==> src/rtl/muldiv_unit.sv <==
// Iterative multiply/divide unit: radix-2 shift-add multiply, restoring divide, sign fix-up stage.
// Optional macro MULDIV_EARLY_EXIT_EN: a multiply ends once its remaining multiplier bits are zero.
module muldiv_unit #(
  parameter int WIDTH   = 32,
  parameter int REGADDR = 5,
  parameter int CNTW    = $clog2(WIDTH) + 1
) (
  input  logic               clk,
  input  logic               reset,
  input  logic               start,
  input  logic [1:0]         op,
  input  logic [WIDTH-1:0]   a,
  input  logic [WIDTH-1:0]   b,
  input  logic [REGADDR-1:0] dest_in,
  input  logic               flush,
  output logic               busy,
  output logic               stall,
  output logic               done,
  output logic [WIDTH-1:0]   result_hi,
  output logic [WIDTH-1:0]   result_lo,
  output logic [REGADDR-1:0] dest_out,
  output logic               div0
);

  typedef enum logic [1:0] {S_IDLE, S_RUN, S_FIX, S_DONE} state_t;

  state_t               r_state, w_next;
  logic [CNTW-1:0]      r_cnt;
  logic [1:0]           r_op;
  logic [REGADDR-1:0]   r_dest, r_dest_out;
  logic                 r_sa, r_sb, r_bzero, r_div0;
  logic [WIDTH-1:0]     r_araw, r_dvsr, r_hi, r_lo;
  logic [2*WIDTH-1:0]   r_acc;

  logic                 w_na, w_nb, w_accept, w_is_div, w_early, w_done;
  logic [WIDTH-1:0]     w_amag, w_bmag, w_q, w_r, w_q_fix, w_r_fix, w_hi_fix, w_lo_fix;
  logic [WIDTH:0]       w_madd, w_trial;
  logic [2*WIDTH-1:0]   w_mul_step, w_div_step, w_acc_run, w_prod_fix;

  // Magnitudes are formed only for signed ops (op[0]) with a negative operand.
  assign w_na     = op[0] & a[WIDTH-1];
  assign w_nb     = op[0] & b[WIDTH-1];
  assign w_amag   = w_na ? -a : a;
  assign w_bmag   = w_nb ? -b : b;
  assign w_accept = (r_state == S_IDLE) & start & ~flush;
  assign w_is_div = r_op[1];

  assign w_madd     = {1'b0, r_acc[2*WIDTH-1:WIDTH]} + (r_acc[0] ? {1'b0, r_dvsr} : '0);
  assign w_mul_step = {w_madd, r_acc[WIDTH-1:1]};
  assign w_trial    = r_acc[2*WIDTH-1:WIDTH-1] - {1'b0, r_dvsr};
  assign w_div_step = w_trial[WIDTH] ? {r_acc[2*WIDTH-2:0], 1'b0}
                                     : {w_trial[WIDTH-1:0], r_acc[WIDTH-2:0], 1'b1};

`ifdef MULDIV_EARLY_EXIT_EN
  logic [CNTW-1:0]  w_shamt;
  logic [WIDTH-1:0] w_mask;
  assign w_shamt = CNTW'(WIDTH - 1) - r_cnt;
  assign w_mask  = {WIDTH{1'b1}} >> w_shamt;
  // acc[cnt:0] holds the unconsumed multiplier; bit 0 is consumed this cycle, the rest must be zero
  assign w_early   = ~w_is_div & (((r_acc[WIDTH-1:0] & w_mask) >> 1) == '0);
  assign w_acc_run = w_early ? (w_mul_step >> r_cnt) : (w_is_div ? w_div_step : w_mul_step);
`else
  assign w_early   = 1'b0;
  assign w_acc_run = w_is_div ? w_div_step : w_mul_step;
`endif

  assign w_prod_fix = (r_sa ^ r_sb) ? -r_acc : r_acc;
  assign w_q        = r_acc[WIDTH-1:0];
  assign w_r        = r_acc[2*WIDTH-1:WIDTH];
  assign w_q_fix    = (r_sa ^ r_sb) ? -w_q : w_q;
  assign w_r_fix    = r_sa ? -w_r : w_r;

  always_comb begin
    w_hi_fix = w_prod_fix[2*WIDTH-1:WIDTH];
    w_lo_fix = w_prod_fix[WIDTH-1:0];
    if (w_is_div) begin
      if (r_bzero) begin
        w_hi_fix = r_araw;
        w_lo_fix = '1;
      end else begin
        w_hi_fix = w_r_fix;
        w_lo_fix = w_q_fix;
      end
    end
  end

  always_comb begin
    w_next = r_state;
    w_done = 1'b0;
    if (flush) begin
      w_next = S_IDLE;
    end else begin
      case (r_state)
        S_IDLE:  if (start) w_next = S_RUN;
        S_RUN:   if (r_cnt == '0 || w_early) w_next = S_FIX;
        S_FIX:   w_next = S_DONE;
        S_DONE: begin
          w_next = S_IDLE;
          w_done = 1'b1;
        end
        default: w_next = S_IDLE;
      endcase
    end
  end

  always_ff @(posedge clk or posedge reset) begin
    if (reset) begin
      r_state    <= S_IDLE;
      r_cnt      <= '0;
      r_op       <= '0;
      r_dest     <= '0;
      r_sa       <= 1'b0;
      r_sb       <= 1'b0;
      r_bzero    <= 1'b0;
      r_araw     <= '0;
      r_dvsr     <= '0;
      r_acc      <= '0;
      r_hi       <= '0;
      r_lo       <= '0;
      r_dest_out <= '0;
      r_div0     <= 1'b0;
    end else begin
      r_state <= w_next;
      if (w_accept) begin
        r_op    <= op;
        r_dest  <= dest_in;
        r_sa    <= w_na;
        r_sb    <= w_nb;
        r_bzero <= (b == '0);
        r_araw  <= a;
        r_cnt   <= CNTW'(WIDTH - 1);
        if (op[1]) begin
          r_acc  <= {{WIDTH{1'b0}}, w_amag};
          r_dvsr <= w_bmag;
        end else begin
          r_acc  <= {{WIDTH{1'b0}}, w_bmag};
          r_dvsr <= w_amag;
        end
      end
      if (r_state == S_RUN && !flush) begin
        r_acc <= w_acc_run;
        r_cnt <= (r_cnt == '0) ? '0 : r_cnt - 1'b1;
      end
      if (r_state == S_FIX && !flush) begin
        r_hi       <= w_hi_fix;
        r_lo       <= w_lo_fix;
        r_dest_out <= r_dest;
        r_div0     <= w_is_div & r_bzero;
      end
    end
  end

  assign busy      = (r_state != S_IDLE);
  assign stall     = start & busy;
  assign done      = w_done;
  assign result_hi = r_hi;
  assign result_lo = r_lo;
  assign dest_out  = r_dest_out;
  assign div0      = r_div0;

endmodule

==> config.mk <==
export PLATFORM = sky130hd
export DESIGN_NAME = muldiv_unit
export DESIGN_NICKNAME = d
export VERILOG_FILES = /design/src/rtl/muldiv_unit.sv
export SDC_FILE = /design/constraint.sdc
export NUM_CORES = 1
export LEC_CHECK = 0
export ABC_AREA = 1
export ABC_CLOCK_PERIOD_IN_PS = 7190
export BUFFER_PORTS_ARGS = -buffer_cell sky130_fd_sc_hd__buf_2
export CORE_MARGIN = 2
export CORE_UTILIZATION = 49
export CTS_CLUSTER_SIZE = 28
export DETAILED_ROUTE_END_ITERATION = 8
export PLACE_DENSITY = 0.76
export RECOVER_POWER = 50
export SLEW_MARGIN = 25
export SYNTH_ARGS = -nofsm -noshare
export SYNTH_HDL_FRONTEND = slang
export SYNTH_SLANG_ARGS = --single-unit
==> constraint.sdc <==
create_clock -name clk -period 7.19 [get_ports clk]
set_input_delay 0.719 -clock clk [delete_from_list [all_inputs] [get_ports clk]]
set_output_delay 0.719 -clock clk [all_outputs]
set_load 0.05 [all_outputs]
==> run_results.csv, run 1 <==
group,metric,value,unit
power_and_ir_drop,leakage,11.7,nW
timing,min_period_over_period,62.1,%
clocking,clk_pin_slew,0.06,ns
clocking,numCtsBuffers,26,
clocking,cts_setup_buffers,0,
timing,setup_ws,2.73,ns
routing,dr_total_vias,22700,
synthesis,synth-edff-count,0,
timing,setup_viol,0,
setup_path,end_kind,"register",
setup_path,cp-start-kind,"register",
routing,vias_per_cell,5.73,
timing,hold_viol,0,
place,io_buffers,147,
synthesis,synth_seq_area_share,27.0,%
routing,drc,0,
finish,layout-drive-gt1-share,6.70,%
clocking,clkSinkCount,215,
finish,fill_cells,4211,
routing,drtPass1Iterations,6,
synthesis,async_flop_share,100,%
global_route,grtUsageTotal,36.2,%
setup_path,cp_num_buf_inv,6,
synthesis,synthMostInstantiatedCell,"nand2_1",
setup_path,worst_path_largest_cell_delay,1.49,ns
floorplan,die-height,206,um
finish,layout.nets,3564,
finish,fin_cells,3958,
routing,drt_iter0_drc,2740,
routing,ant_nets,0,
timing,grt_setup_unrepaired,"false",
setup_path,cp.required,7.64,ns
clocking,ctsRootBufferMaster,"clkbuf_16",
floorplan,core,0.0400,mm^2
floorplan,die_w,206,um
global_route,grt_pass1_vias,20300,
timing,tns,0,ns
global_route,grt_remaining_overflow,0,
run,maxCapViolCount,2,
synthesis,synth_cell_types,53,
synthesis,netlist_area,0.0200,mm^2
timing,fin_crit,4.46,ns
clocking,htree_levels,1,
floorplan,io_pins,148,
floorplan,die_area,0.0424,mm^2
timing,max_slew.worst_pin.slew,4.67,ns
synthesis,yosys-top-cells-area,"dfrtp_1, nand2_1, inv_1",
setup_path,crit_type,"register to register",
setup_path,critPathSlowestCell,"clkbuf_1",
timing,final_max_slew_viol_count,141,
clocking,clock_latency,0.58,ns
synthesis,netlist_instances,3338,
routing,routed_wl,77100,um
synthesis,yosysWarnings,0,
min_path,min_path_type,"input port to register",
power_and_ir_drop,vdd_ir_drop_max,0.000302,V
synthesis,post_synth.cell_area_avg,5.98,um^2
run_status,violations,"max-capacitance violations, max-slew violations",
synthesis,synthDominantCellAreaShare,27.0,%
setup_path,worstPathMaxFanout,80,
place,dp.cells,3910,
floorplan,fp-row-count,73,
place,dp_slack,3.40,ns
timing,clock.fmax,224,MHz
global_route,grt_pass1_wl,117000,um
setup_path,crit_arrival,4.91,ns
clocking,cts_tree,"yes",
run_status,status,"finished, violations left",
timing,finClkSkew,0.0251,ns
clocking,post_cts_resized,0,
synthesis,synthTopCellsByCount,"nand2_1, inv_1, nor2_1",
floorplan,start_util,49.9,%
synthesis,synth_flop_cell,"dfrtp_1",
power_and_ir_drop,power_density,555,mW/mm^2
routing,post_drt_wl_per_cell,19.5,um
place,dp_hpwl,60700,um
setup_path,worstPathCellList,"inv_1 > ha_1 > inv_2 > nor3_4 > clkbuf_1 > inv_2 > buf_4 > nor2_2 > inv_1 > o221ai_1 > a22oi_2",
setup_path,crit_family,"buffers and inverters",
global_route,antenna_found_initial,2,
finish,antenna_cells,0,
synthesis,ys_seq_elements,215,
synthesis,synth_nets,3489,
clocking,holdBufCountCts,0,
synthesis,yosysTopAreaCell,"dfrtp_1",
finish,area_growth,9.39,%
global_route,grt_max_degree,100,
place,gp_congestion,1.01,
clocking,cts_buffer_depth,3,
timing,maxSlewHeadroom,-213,%
==> metal layers <==
metal | up-vias | routed length (um) | global-route usage, %
met5 | - | 13 | 0
met4 | 2 | 3860 | 15.5
met3 | 186 | 10400 | 9.55
met2 | 1433 | 30900 | 51.4
met1 | 10200 | 31900 | 51.6
li1 | 10800 | - | -
==> per-stage QoR <==
stage | hold slack (ns) | utilization, % | total power, mW | instance area (um^2)
after floorplan | 0.442 | - | 8.24 | 20000
after global placement | 0.456 | 52.4 | 10.4 | 21000
after detailed placement | 0.460 | 52.4 | 10.4 | 21000
after CTS | 0.285 | 54.7 | 11.9 | 21900
after global routing | 0.359 | 54.6 | 13.0 | 21800
final | 0.341 | 54.6 | 12.1 | 21800
==> final timing paths <==
| path | start | to | slack (ns) | cells past startpoint |
|---|---|---|---|---|
| worst min-delay path | dest_in[2] | r_dest[2] | 0.34 | 3 |
| max in group asynchronous | reset | r_op[1] | 3.28 | 2 |
| worst max-delay path | r_state[0] | r_acc[0] | 2.73 | 11 |
| worst min register to register | r_dest[3] | r_dest[3] | 0.47 | 2 |
| worst max register to register | r_state[0] | r_acc[0] | 2.73 | 11 |
| min in group asynchronous | reset | result_hi[26] | 1.53 | 2 |
==> layout make-up <==
type | count | area (um^2) | area share, %
clock inverters | 12 | 171 | 0.785
repair buffers | 164 | 816 | 3.74
clock buffers | 36 | 738 | 3.38
well taps | 525 | 657 | 3.01
inverters | 489 | 1840 | 8.41
flip-flops and latches | 215 | 5380 | 24.7
multi-input cells | 2517 | 12200 | 56.0
==> worst min-delay path, cell delays in order <==
cell and delay (ns):
buf_2 0.08, nand2_1 0.04, nand2_1 0.05
==> layout by cell type (no fill, tap or decap), drive strengths merged, types with 4 or more instances in the layout <==
cell type | synthesis | final
xnor2 | 9 | 9
xor2 | 77 | 77
a21oi | 212 | 212
buf | 48 | 128
o22ai | 14 | 14
clkbuf | 68 | 72
nor3 | 29 | 29
o221ai | 20 | 20
nand2 | 1057 | 1057
clkinv | 3 | 9
and2 | 4 | 4
or2 | 8 | 8
nand3b | 14 | 14
o21bai | 5 | 5
nor4 | 6 | 6
nand3 | 322 | 322
inv | 486 | 486
o211ai | 25 | 25
nor2 | 392 | 392
a31oi | 22 | 22
nand4 | 35 | 35
ha | 74 | 74
dfrtp | 215 | 215
o21ai | 171 | 171
==> state kept, by name (all words and copies together) (netlist names), 2 cells and up <==
name,count
r_state,2
result_lo,32
r_dest,5
r_cnt,6
result_hi,32
dest_out,5
r_acc,64
r_araw,32
r_dvsr,32
==> cell families (layout without fill, tap and decap cells) <==
logic type      count (synthesis)  count (layout)  synth area share (%)
buf+inv                       606             701                  11.9
simple gates                 1870            1870                  39.1
fa+ha+maj                      76              76                  4.84
xor+xnor                       86              86                  3.77
flops                         215             215                  27.0
compound gates                485             485                  13.4
==> power breakdown <==
part	switching [mW]	total (mW)	internal, mW
logic	5.66	7.99	2.33
clock network	0.574	1.41	0.831
registers	0.921	2.71	1.79
Power figures use the tool's default switching activity.
==> run 2, diff against run 1 <==
--- a/config.mk
+++ b/config.mk
@@ -5,14 +5,14 @@
 export SDC_FILE = /design/constraint.sdc
 export NUM_CORES = 1
 export LEC_CHECK = 0
-export ABC_AREA = 1
-export ABC_CLOCK_PERIOD_IN_PS = 7190
+export ABC_AREA = 0
+export ABC_CLOCK_PERIOD_IN_PS = 3630
 export BUFFER_PORTS_ARGS = -buffer_cell sky130_fd_sc_hd__buf_2
 export CORE_MARGIN = 2
 export CORE_UTILIZATION = 49
 export CTS_CLUSTER_SIZE = 28
 export DETAILED_ROUTE_END_ITERATION = 8
-export PLACE_DENSITY = 0.76
+export PLACE_DENSITY = 0.79
 export RECOVER_POWER = 50
 export SLEW_MARGIN = 25
 export SYNTH_ARGS = -nofsm -noshare
==> constraint.sdc (replaced) <==
create_clock -name clk -period 3.63 [get_ports clk]
set_input_delay 0.363 -clock clk [delete_from_list [all_inputs] [get_ports clk]]
set_output_delay 0.363 -clock clk [all_outputs]
set_load 0.05 [all_outputs]
==> run 2 against run 1 <==
  * Synthesized area shrank 14%
  * Maximum frequency grew 28%
  * The flow still finishes with violations (max-capacitance violations, max-slew violations)
  * Synthesized cell count shrank 35%
  * Largest cell class unchanged
  * Hold slack lost 0.34 ns
  * Largest power group unchanged
  * Clock skew grew 0.0069 ns
  * Clock power grew 110%
  * Highest routed layer unchanged
==> run_results.csv, run 2 <==
group,metric,value,unit
setup_path,reg2reg_slack,0.13,ns
floorplan,die_w,191,um
place,gp_congestion,0.957,
synthesis,synth_cell_types,84,
setup_path,cp.required,4.08,ns
timing,grt_setup_unrepaired,"false",
clocking,clk_pin_slew,0.06,ns
global_route,grtUsageTotal,33.4,%
setup_path,end_kind,"register",
power_and_ir_drop,leakage,8.83,nW
synthesis,synth_nets,2323,
routing,drc,0,
routing,vias_per_cell,6.20,
synthesis,ys_seq_elements,215,
run_status,status,"finished, violations left",
min_path,min_path_type,"input port to register",
finish,area_growth,15.4,%
synthesis,synth-edff-count,0,
synthesis,synthTopCellsByCount,"nand2_1, dfrtp_1, nor2_1",
synthesis,post_synth.cell_area_avg,7.89,um^2
setup_path,crit_arrival,3.94,ns
min_path,min_delay_worst_endpoint,"r_dest[3]",
timing,finClkSkew,0.0320,ns
min_path,min_delay_path_depth,3,
synthesis,netlist_area,0.0171,mm^2
clocking,clkSinkCount,215,
timing,maxSlewHeadroom,-45.6,%
setup_path,crit_top_cell,"nor3_1",
routing,ant_nets,0,
finish,largest_register_ffs,64,
synthesis,yosys-top-cells-area,"dfrtp_1, nand2_1, xnor2_1",
global_route,antenna_found_initial,5,
timing,min_period_over_period,96.3,%
power_and_ir_drop,power.switching,10.6,mW
clocking,htree_levels,1,
run_status,violations,"max-capacitance violations, max-slew violations",
routing,routed_wl,62000,um
finish,seq_area,0.00539,mm^2
global_route,grt_pass1_vias,16700,
clocking,numCtsBuffers,26,
setup_path,cp_num_buf_inv,2,
setup_path,timing.rr.end,"r_acc[61]",
synthesis,synth_seq_area_share,31.4,%
finish,largest_register,"r_acc",
place,io_buffers,147,
routing,drt_iter0_drc,1709,
synthesis,synthDominantCellAreaShare,31.4,%
timing,clock.fmax,286,MHz
timing,max_slew.worst_pin.slew,2.18,ns
finish,layout-drive-gt1-share,13.9,%
timing,holdWs,0.00324,ns
synthesis,netlist_instances,2172,
setup_path,worstPathCellList,"inv_1 > buf_12 > nor2_1 > ha_1 > nand4_1 > nor3_1 > and3_1 > a41oi_1 > nand2_1 > a311o_1 > a31o_1 > mux2_1 > nor3_1",
finish,layout.nets,2465,
routing,drtPass1Iterations,6,
power_and_ir_drop,pwr-share-comb,63.1,%
floorplan,fp-row-count,68,
timing,hold_viol,0,
floorplan,die-height,191,um
setup_path,cp-start-kind,"register",
synthesis,yosysWarnings,0,
floorplan,core,0.0345,mm^2
setup_path,crit_family,"simple AND/OR/NAND/NOR gates",
place,dp.cells,2736,
setup_path,r2r-start,"r_acc[0]",
routing,wl_met3,4740,um
floorplan,start_util,49.7,%
power_and_ir_drop,power_density,1050,mW/mm^2
setup_path,critPathSlowestCell,"dfrtp_1",
routing,dr_total_vias,17300,
power_and_ir_drop,clkPwrFrac,14.2,%
power_and_ir_drop,p_sw_share,51.4,%
power_and_ir_drop,seq_power_share,22.7,%
synthesis,synthMostInstantiatedCell,"nand2_1",
setup_path,crit_type,"register to register",
global_route,grt_max_degree,133,
clocking,cts_setup_buffers,0,
synthesis,async_flop_share,100,%
finish,final_common_cell,"nand2_1",
finish,fill_cells,3217,
place,dp_hpwl,46200,um
min_path,min_from,"dest_in[3]",
timing,fin_crit,3.50,ns
finish,fin_cells,2794,
synthesis,yosysTopAreaCell,"dfrtp_1",
setup_path,r2r_cells,13,
setup_path,cp-startpoint,"r_acc[0]",
routing,wl_met2,28600,um
clocking,cts_tree,"yes",
run,maxCapViolCount,2,
clocking,ctsRootBufferMaster,"clkbuf_16",
finish,multi_input_area,0.0109,mm^2
routing,post_drt_wl_per_cell,22.2,um
timing,final_max_slew_viol_count,217,
synthesis,synth_flop_cell,"dfrtp_1",
finish,mostFrequentLayoutCells,"nand2_1, dfrtp_1, nor2_1, a21oi_1, o21ai_0",
power_and_ir_drop,internal_power,10.1,mW
timing,tns,0,ns
floorplan,io_pins,148,
global_route,grt_remaining_overflow,0,
timing,setup_viol,0,
routing,highest_layer,"met5",
global_route,grt_pass1_wl,94800,um
clocking,clock_latency,0.56,ns
setup_path,worst_path_largest_cell_delay,0.41,ns
setup_path,worstPathMaxFanout,32,
power_and_ir_drop,vdd_ir_drop_max,0.000553,V
routing,wl_met1,25200,um
floorplan,die_area,0.0365,mm^2
clocking,cts_buffer_depth,3,
==> run 2: worst max path at each step <==
stage	endpoint	slack (ns)	cells after the start
after detailed placement	r_acc[60]	0.25	12
after CTS	r_acc[60]	0.22	12
final	r_acc[61]	0.13	13
after global placement	r_acc[60]	0.29	14
after global routing	r_acc[59]	0.01	13
after floorplan	r_acc[61]	0.36	13
==> run 2: power by group through the flow <==
| stage | logic [mW] | registers [mW] | clock network (mW) |
|---|---|---|---|
| after global placement | 12.6 | 4.62 | 0 |
| after detailed placement | 12.8 | 4.67 | 0 |
| after CTS | 12.9 | 4.64 | 2.97 |
| final | 13.1 | 4.70 | 2.95 |
| after global routing | 14.1 | 4.80 | 3.07 |
| after floorplan | 8.02 | 5.34 | 0 |
==> run 2: cells by family (layout without fill, tap and decap cells) <==
kind of cell,Yosys count,after routing,synth area share [%]
adder cells (fa/ha/maj),76,76,5.64
buffers and inverters,241,403,5.60
multiplexers,85,85,5.03
AND/OR/NAND/NOR,729,729,19.5
AO/OA/AOI/OAI,627,627,22.6
flip-flops,215,215,31.4
other,0,5,0
XOR/XNOR,199,199,10.2
==> run 2: through the flow <==
stage / setup WS (ns) / util (%) / instance area, um^2 / power [mW]
floorplan: 0.356 / - / 17100 / 13.4
global placement: 0.288 / 54.6 / 18800 / 17.3
detailed placement: 0.250 / 54.6 / 18800 / 17.5
CTS: 0.221 / 57.5 / 19800 / 20.5
global route: 0.0114 / 57.4 / 19800 / 21.9
finish: 0.134 / 57.4 / 19800 / 20.7
==> run 2: tightest hold or removal path, cell delays in order <==
cell and delay (ns):
buf_2 0.07, nand2_1 0.04, nand2_1 0.05
==> run 2: layout make-up <==
class | instances | share of cell area (%)
antenna | 5 | 0.0633
clock buffer | 36 | 3.63
clock inverter | 12 | 1.20
inverter | 85 | 1.62
multi-input combinational | 1716 | 55.0
sequential | 215 | 27.2
tap | 455 | 2.88
timing repair buffer | 270 | 8.34
==> run 2: routing by layer <==
layer,vias to the layer above,global-route usage (%)
met2,879,53.6
met1,8292,44.5
met3,185,3.78
met4,2,17.3
met5,-,0
li1,7962,-
==> run 2: repair_timing <==
item                                    4_1_cts  5_1_grt
endpoints found under the setup margin        0        7
endpoints found under the hold margin        25        0
hold buffers                                  5        0
resized for setup                             0        3
